[src/rtl/lsu.sv]
// Load/store unit: one word-aligned req/ack memory transaction per access,
// with lane steering, load extension, alignment faults and an ack timeout.
module lsu #(
  parameter int WORDSIZE = 32,
  parameter int TIMEOUT  = 16
) (
  input  logic                CLK,
  input  logic                RST_N,
  input  logic                START,
  input  logic                WE,
  input  logic [2:0]          FUNCT3,
  input  logic [WORDSIZE-1:0] ADDR,
  input  logic [WORDSIZE-1:0] WDATA,
  output logic                BUSY,
  output logic                DONE,
  output logic [WORDSIZE-1:0] RDATA,
  output logic                MISALIGN,
  output logic                TIMEOUT_ERR,
  output logic                MEM_REQ,
  output logic                MEM_WE,
  output logic [WORDSIZE-1:0] MEM_ADDR,
  output logic [3:0]          MEM_BE,
  output logic [WORDSIZE-1:0] MEM_WDATA,
  input  logic                MEM_ACK,
  input  logic [WORDSIZE-1:0] MEM_RDATA
);

  typedef enum logic [1:0] {IDLE, REQ, RESP} state_t;

  localparam logic [7:0] LAST = 8'(TIMEOUT - 1);

  state_t              state, state_nxt;
  logic [2:0]          f3_r;
  logic [1:0]          off_r;
  logic                we_r, mis_r, tmo_r;
  logic [7:0]          cnt;
  logic                legal;
  logic [3:0]          be;
  logic [WORDSIZE-1:0] wd, sh, ld;

  // Request decode straight from the inputs; only consumed in IDLE
  always_comb begin
    legal = 1'b0;
    be    = 4'b0000;
    wd    = '0;
    case (FUNCT3[1:0])
      2'b00: begin
        legal = 1'b1;
        be    = 4'b0001 << ADDR[1:0];
        wd    = {{(WORDSIZE-8){1'b0}}, WDATA[7:0]} << {ADDR[1:0], 3'b000};
      end
      2'b01: begin
        legal = ~ADDR[0];
        be    = 4'b0011 << ADDR[1:0];
        wd    = {{(WORDSIZE-16){1'b0}}, WDATA[15:0]} << {ADDR[1:0], 3'b000};
      end
      2'b10: begin
        legal = (ADDR[1:0] == 2'b00);
        be    = 4'b1111;
        wd    = WDATA;
      end
      default: legal = 1'b0;
    endcase
    // Unsigned variants exist only for byte/half loads
    if (FUNCT3[2] && (WE || FUNCT3[1])) legal = 1'b0;
  end

  always_comb begin
    sh = MEM_RDATA >> {off_r, 3'b000};
    case (f3_r)
      3'b000:  ld = {{(WORDSIZE-8){sh[7]}}, sh[7:0]};
      3'b100:  ld = {{(WORDSIZE-8){1'b0}}, sh[7:0]};
      3'b001:  ld = {{(WORDSIZE-16){sh[15]}}, sh[15:0]};
      3'b101:  ld = {{(WORDSIZE-16){1'b0}}, sh[15:0]};
      default: ld = sh;
    endcase
  end

  always_comb begin
    state_nxt = state;
    case (state)
      IDLE: if (START) state_nxt = legal ? REQ : RESP;
      REQ:  if (MEM_ACK || cnt == LAST) state_nxt = RESP;
      RESP: state_nxt = IDLE;
      default: state_nxt = IDLE;
    endcase
  end

  always_ff @(posedge CLK) begin
    if (!RST_N) begin
      state     <= IDLE;
      f3_r      <= '0;
      off_r     <= '0;
      we_r      <= 1'b0;
      mis_r     <= 1'b0;
      tmo_r     <= 1'b0;
      cnt       <= '0;
      RDATA     <= '0;
      MEM_ADDR  <= '0;
      MEM_BE    <= '0;
      MEM_WDATA <= '0;
    end else begin
      state <= state_nxt;
      case (state)
        IDLE: if (START) begin
          we_r      <= WE;
          f3_r      <= FUNCT3;
          off_r     <= ADDR[1:0];
          mis_r     <= ~legal;
          tmo_r     <= 1'b0;
          cnt       <= '0;
          MEM_ADDR  <= {ADDR[WORDSIZE-1:2], 2'b00};
          MEM_BE    <= be;
          MEM_WDATA <= wd;
        end
        REQ: begin
          // An ack in the final wait cycle takes priority over the timeout
          if (MEM_ACK) begin
            if (!we_r) RDATA <= ld;
          end else if (cnt == LAST) begin
            tmo_r <= 1'b1;
          end else begin
            cnt <= cnt + 8'd1;
          end
        end
        default: ;
      endcase
    end
  end

  assign BUSY        = (state != IDLE);
  assign DONE        = (state == RESP);
  assign MEM_REQ     = (state == REQ);
  assign MEM_WE      = we_r;
  assign MISALIGN    = DONE & mis_r;
  assign TIMEOUT_ERR = DONE & tmo_r;

endmodule
[config.mk]
export PLATFORM = sky130hd
export DESIGN_NAME = lsu
export DESIGN_NICKNAME = d
export VERILOG_FILES = /design/src/rtl/lsu.sv
export SDC_FILE = /design/constraint.sdc
export NUM_CORES = 1
export LEC_CHECK = 0
export ABC_AREA = 1
export CAP_MARGIN = 20
export CORE_MARGIN = 2
export CORE_UTILIZATION = 40
export CTS_BUF_LIST = sky130_fd_sc_hd__clkbuf_16
export CTS_CLUSTER_SIZE = 40
export DETAILED_ROUTE_END_ITERATION = 16
export PLACE_DENSITY = 0.77
export SETUP_SLACK_MARGIN = 0.05
export SYNTH_ARGS = -nofsm -noshare
export SYNTH_HDL_FRONTEND = slang
export SYNTH_SLANG_ARGS = --single-unit
export TNS_END_PERCENT = 1
[constraint.sdc]
create_clock -name CLK -period 1.45 [get_ports CLK]
set_input_delay 0.29 -clock CLK [delete_from_list [all_inputs] [get_ports CLK]]
set_output_delay 0.29 -clock CLK [all_outputs]
set_load 0.005 [all_outputs]
==> report_table.html <==
<table>
<tr><th>Metric</th><th>Value</th></tr>
<tr><th colspan="2">Timing</th></tr>
<tr><td>Slack of the critical path</td><td>34.2 ps</td></tr>
<tr><td>Final setup viols</td><td>0</td></tr>
<tr><td>Number of failing hold endpoints at the final stage</td><td>0</td></tr>
<tr><td>Worst-case clock skew</td><td>6.76 ps</td></tr>
<tr><td>Maximum achievable frequency</td><td>706 MHz</td></tr>
<tr><td>Final worst path period share</td><td>97.6%</td></tr>
<tr><td>Setup repair after global routing missed its margin</td><td>yes</td></tr>
<tr><td>Final min period</td><td>1420 ps</td></tr>
<tr><td>Smallest hold slack</td><td>441 ps</td></tr>
<tr><td>Number of slew-limit violations in the final report</td><td>0</td></tr>
<tr><th colspan="2">Setup path</th></tr>
<tr><td>Startpoint of the most critical register-to-register path</td><td>state[0]$_SDFFE_PN0P_</td></tr>
<tr><td>Worst setup path class</td><td>register to output pin</td></tr>
<tr><td>Worst path required time</td><td>1160 ps</td></tr>
<tr><td>CP startpoint kind</td><td>register</td></tr>
<tr><td>Endpoint kind of the worst setup timing path</td><td>output pin</td></tr>
<tr><td>Reg2Reg Capture Point</td><td>RDATA[18]$_SDFFE_PN0P_</td></tr>
<tr><td>Highest fanout seen on the critical path</td><td>4</td></tr>
<tr><td>Arrival time reported for the critical path endpoint</td><td>1130 ps</td></tr>
<tr><td>Minimum setup slack among reg-to-reg paths</td><td>90 ps</td></tr>
<tr><td>Register-to-Register Path Depth</td><td>8</td></tr>
<tr><th colspan="2">Floorplan</th></tr>
<tr><td>Number of placement rows</td><td>42</td></tr>
<tr><td>Die area</td><td>0.0145 mm2</td></tr>
<tr><td>Initial cell density of the core</td><td>41.0%</td></tr>
<tr><td>Width of the die</td><td>121 um</td></tr>
<tr><td>Die extent in y</td><td>121 um</td></tr>
<tr><td>Core Region</td><td>0.0132 mm2</td></tr>
<tr><td>Total I/O pin count</td><td>210</td></tr>
<tr><th colspan="2">Yosys</th></tr>
<tr><td>Per-instance average area after synthesis</td><td>7.37 um2</td></tr>
<tr><td>Post-synthesis share of cell area spent on and, or, nand and nor gates</td><td>24.3%</td></tr>
<tr><td>Cell area after synthesis</td><td>0.00543 mm2</td></tr>
<tr><td>Portion of netlist area occupied by mux cells</td><td>0%</td></tr>
<tr><td>Synth unique cells</td><td>38</td></tr>
<tr><td>Complex-gate fraction of the synthesized area</td><td>22.3%</td></tr>
<tr><td>Main combinational cell family by area after synthesis</td><td>simple AND/OR/NAND/NOR gates</td></tr>
<tr><td>Synthesized-area fraction occupied by adder cells</td><td>0.230%</td></tr>
<tr><td>Sequential cell area fraction in the yosys report</td><td>42.7%</td></tr>
<tr><td>Synthesis Warnings</td><td>0</td></tr>
<tr><td>Xor/xnor cell area share of the yosys netlist</td><td>0.161%</td></tr>
<tr><td>Flip-flop and latch count after synthesis</td><td>116</td></tr>
<tr><td>Number of instances in the synthesized netlist</td><td>737</td></tr>
<tr><th colspan="2">Detailed routing</th></tr>
<tr><td>Detailed router's first-iteration violation count</td><td>582</td></tr>
<tr><td>Detailed-router iteration count before antenna repair</td><td>8</td></tr>
<tr><td>Detailed Route WL</td><td>18300 um</td></tr>
<tr><td>Count of unresolved DRC violations after routing</td><td>0</td></tr>
<tr><td>Total number of vias</td><td>6000</td></tr>
<tr><td>DR WL/cell</td><td>15.5 um</td></tr>
<tr><td>Vias per Instance</td><td>5.10</td></tr>
<tr><td>Post-detailed-route count of antenna-violating nets</td><td>0</td></tr>
<tr><th colspan="2">Placement</th></tr>
<tr><td>Setup Slack @ Placement</td><td>-338 ps</td></tr>
<tr><td>Detailed-placement wirelength estimate</td><td>13300 um</td></tr>
<tr><td>Total placed instance area</td><td>0.00810 mm2</td></tr>
<tr><td>RD Place Congestion</td><td>0.892</td></tr>
<tr><td>PortBufs</td><td>207</td></tr>
<tr><th colspan="2">Min path</th></tr>
<tr><td>Number of instances on the worst hold path</td><td>2</td></tr>
<tr><td>Min-Delay Startpoint</td><td>MEM_BE[0]$_SDFFE_PN0P_</td></tr>
<tr><td>Path type of the worst min-delay path</td><td>register to register</td></tr>
<tr><td>Worst Hold Path EP</td><td>MEM_BE[0]$_SDFFE_PN0P_</td></tr>
<tr><th colspan="2">Clock tree</th></tr>
<tr><td>Clk root buf</td><td>sky130_fd_sc_hd__clkbuf_16</td></tr>
<tr><td>Post-CTS clock slew at the launch and capture registers of the worst setup and hold paths</td><td>50 ps</td></tr>
<tr><td>Number of clock sinks</td><td>116</td></tr>
<tr><td>Maximum count of clock buffers along a single path</td><td>2</td></tr>
<tr><td>Clock latency on the worst-skew pair</td><td>410 ps</td></tr>
<tr><td>Clock tree from TritonCTS</td><td>built</td></tr>
<tr><td>Clock buffers created by TritonCTS</td><td>17</td></tr>
<tr><td>Number of buffers added to fix hold violations after cts</td><td>0</td></tr>
<tr><td>H-tree lvl count</td><td>4</td></tr>
<tr><th colspan="2">Global routing</th></tr>
<tr><td>GR Overflow Total</td><td>0</td></tr>
<tr><td>Initial antenna violation count</td><td>0</td></tr>
<tr><td>Wire length of the first global-routing pass</td><td>28300 um</td></tr>
<tr><td>Vias in the first global route</td><td>5555</td></tr>
<tr><td>Total global-route track usage</td><td>24.6%</td></tr>
<tr><td>Largest net degree at the start of global routing</td><td>37</td></tr>
<tr><th colspan="2">Power and ir drop</th></tr>
<tr><td>Leakage power total</td><td>0.00413 uW</td></tr>
<tr><td>Max VDD drop</td><td>0.810 mV</td></tr>
<tr><td>Ratio of total power to cell area</td><td>1090 mW/mm2</td></tr>
<tr><th colspan="2">Cells and area</th></tr>
<tr><td>Layout cell share with drive strength beyond 1</td><td>15.9%</td></tr>
<tr><td>Post-synthesis to final-layout area growth</td><td>59.2%</td></tr>
<tr><td>Non-Filler Cell Area, Final</td><td>0.00865 mm2</td></tr>
<tr><td>Count of nets after finishing</td><td>1092</td></tr>
<tr><td>Antenna cells</td><td>0</td></tr>
<tr><th colspan="2">Status</th></tr>
<tr><td>Run status</td><td>completed</td></tr>
<tr><th colspan="2">Job</th></tr>
<tr><td>Max-cap violation count</td><td>0</td></tr>
</table>
## worst max-delay path by stage
stage | cells past startpoint | end | slack (ps) | from
floorplan | 6 | cnt[6]$_SDFFE_PN0P_ | 80 | cnt[0]$_SDFFE_PN0P_
global placement | 5 | MEM_WDATA[29]$_SDFFE_PN0P_ | -330 | ADDR[0]
detailed placement | 5 | MEM_WDATA[29]$_SDFFE_PN0P_ | -340 | ADDR[0]
CTS | 3 | MEM_REQ | -0.4 | state[0]$_SDFFE_PN0P_
global route | 8 | RDATA[9]$_SDFFE_PN0P_ | -50 | off_r[1]$_SDFFE_PN0P_
finish | 3 | MEM_REQ | 30 | state[0]$_SDFFE_PN0P_
## cell type report
class / count / area [um2]
fill: 1190 / 4600
clock buffer: 17 / 425
multi-input combinational: 513 / 2630
inverter: 63 / 256
clock inverter: 15 / 165
sequential: 116 / 2340
timing repair buffer: 276 / 2610
tap: 176 / 220
## routing by layer
metal / vias to the layer above / track usage, % / routed length [um]
li1: 2972 / - / -
met1: 2716 / 31.9 / 7800
met2: 264 / 39.6 / 8720
met3: 48 / 5.94 / 1210
met4: 0 / 9.45 / 554
met5: - / 0 / 0
## Yosys cell counts
cell type                  instances  area [um2]
sky130_fd_sc_hd__nand2_1         154         578
sky130_fd_sc_hd__dfxtp_1         116        2320
sky130_fd_sc_hd__a21oi_1          83         415
sky130_fd_sc_hd__nor2_1           75         282
sky130_fd_sc_hd__inv_1            54         203
sky130_fd_sc_hd__o21ai_0          53         265
sky130_fd_sc_hd__nand3_1          51         255
sky130_fd_sc_hd__a22o_1           30         263
sky130_fd_sc_hd__o22ai_1          13        81.3
sky130_fd_sc_hd__buf_2            12        60.1
sky130_fd_sc_hd__buf_4            10        75.1
sky130_fd_sc_hd__buf_6            10         113
sky130_fd_sc_hd__clkbuf_1         10        37.5
sky130_fd_sc_hd__a31oi_1           8        50.1
sky130_fd_sc_hd__o211ai_1          7        52.6
sky130_fd_sc_hd__o21ai_1           7        35.0
sky130_fd_sc_hd__or2_2             7        43.8
sky130_fd_sc_hd__inv_2             6        22.5
sky130_fd_sc_hd__buf_1             4        15.0
sky130_fd_sc_hd__nor2_2            4        25.0
sky130_fd_sc_hd__nand2_2           2        12.5
sky130_fd_sc_hd__nor2_8            2        40.0
sky130_fd_sc_hd__nor3_1            2        10.0
sky130_fd_sc_hd__o211ai_2          2        25.0
sky130_fd_sc_hd__o221ai_1          2        17.5
sky130_fd_sc_hd__and3_1            1        6.26
sky130_fd_sc_hd__clkinv_1          1        3.75
sky130_fd_sc_hd__conb_1            1        3.75
sky130_fd_sc_hd__ha_1              1        12.5
sky130_fd_sc_hd__inv_6             1        8.76
sky130_fd_sc_hd__inv_8             1        11.3
sky130_fd_sc_hd__nand2_4           1        11.3
sky130_fd_sc_hd__nand2_8           1        20.0
sky130_fd_sc_hd__nand3_2           1        10.0
sky130_fd_sc_hd__nand3_4           1        17.5
sky130_fd_sc_hd__nor2_4            1        11.3
sky130_fd_sc_hd__o21ai_2           1        8.76
sky130_fd_sc_hd__xor2_1            1        8.76
## cell families (layout without fill, tap and decap cells)
logic type / Yosys count / count (layout)
other cells: 1 / 2
xor+xnor: 1 / 1
simple gates: 303 / 303
compound gates: 206 / 206
buf+inv: 109 / 371
flops: 116 / 116
fa+ha+maj: 1 / 1
## sequential cells by signal, indices dropped and copies added (netlist names)
register   cells
off_r          2
tmo_r          1
mis_r          1
MEM_BE         4
MEM_WE         1
RDATA         32
f3_r           3
MEM_ADDR      30
cnt            8
state          2
MEM_WDATA     32
## power by group
group | internal, uW | leakage (uW) | switching [uW]
Sequential | 3390 | 0.000955 | 110
Clock | 2670 | 0.000278 | 1500
Combinational | 875 | 0.00290 | 849
Total | 6930 | 0.00413 | 2450
## critical path, cell delays in order, from the launching register on
cell                      delay [ps]
sky130_fd_sc_hd__dfxtp_4         370
sky130_fd_sc_hd__inv_4            50
sky130_fd_sc_hd__nor2_4          140
sky130_fd_sc_hd__buf_2           150
## cells in the final DEF (no fill, tap or decap), types with 3 or more instances in the layout
cell type	n
sky130_fd_sc_hd__nand2_1	153
sky130_fd_sc_hd__dfxtp_1	103
sky130_fd_sc_hd__clkdlybuf4s50_1	103
sky130_fd_sc_hd__dlygate4sd2_1	99
sky130_fd_sc_hd__a21oi_1	79
sky130_fd_sc_hd__nor2_1	73
sky130_fd_sc_hd__inv_1	54
sky130_fd_sc_hd__buf_4	54
sky130_fd_sc_hd__nand3_1	50
sky130_fd_sc_hd__o21ai_0	49
sky130_fd_sc_hd__a22o_1	30
sky130_fd_sc_hd__clkbuf_16	17
sky130_fd_sc_hd__o22ai_1	13
sky130_fd_sc_hd__buf_12	13
sky130_fd_sc_hd__dfxtp_2	11
sky130_fd_sc_hd__o21ai_1	11
sky130_fd_sc_hd__or2_2	7
sky130_fd_sc_hd__o211ai_1	7
sky130_fd_sc_hd__a31oi_1	6
sky130_fd_sc_hd__nor2_4	5
sky130_fd_sc_hd__clkinv_2	5
sky130_fd_sc_hd__clkinvlp_4	5
sky130_fd_sc_hd__buf_2	5
sky130_fd_sc_hd__a21oi_2	4
sky130_fd_sc_hd__inv_4	3
sky130_fd_sc_hd__inv_2	3
sky130_fd_sc_hd__nand2_2	3
sky130_fd_sc_hd__bufinv_16	3
## repair_timing
item	4_1_cts	5_1_grt
setup endpoints to repair	123	48
pin swaps	1	5
setup buffers	0	1
resized for setup	137	20
## through the flow
stage | cells | power [uW] | TNS [ps] | util, %
after floorplan | 738 | 4320 | 0 | -
after global placement | 1143 | 5330 | -19890 | 61.2
after detailed placement | 1143 | 5350 | -22690 | 61.2
after CTS | 1175 | 9400 | -0.378 | 64.8
after global routing | 1176 | 9750 | -338 | 65.3
final | 1176 | 9390 | 0 | 65.3
Note: power is estimated with default switching activity, not from simulation.
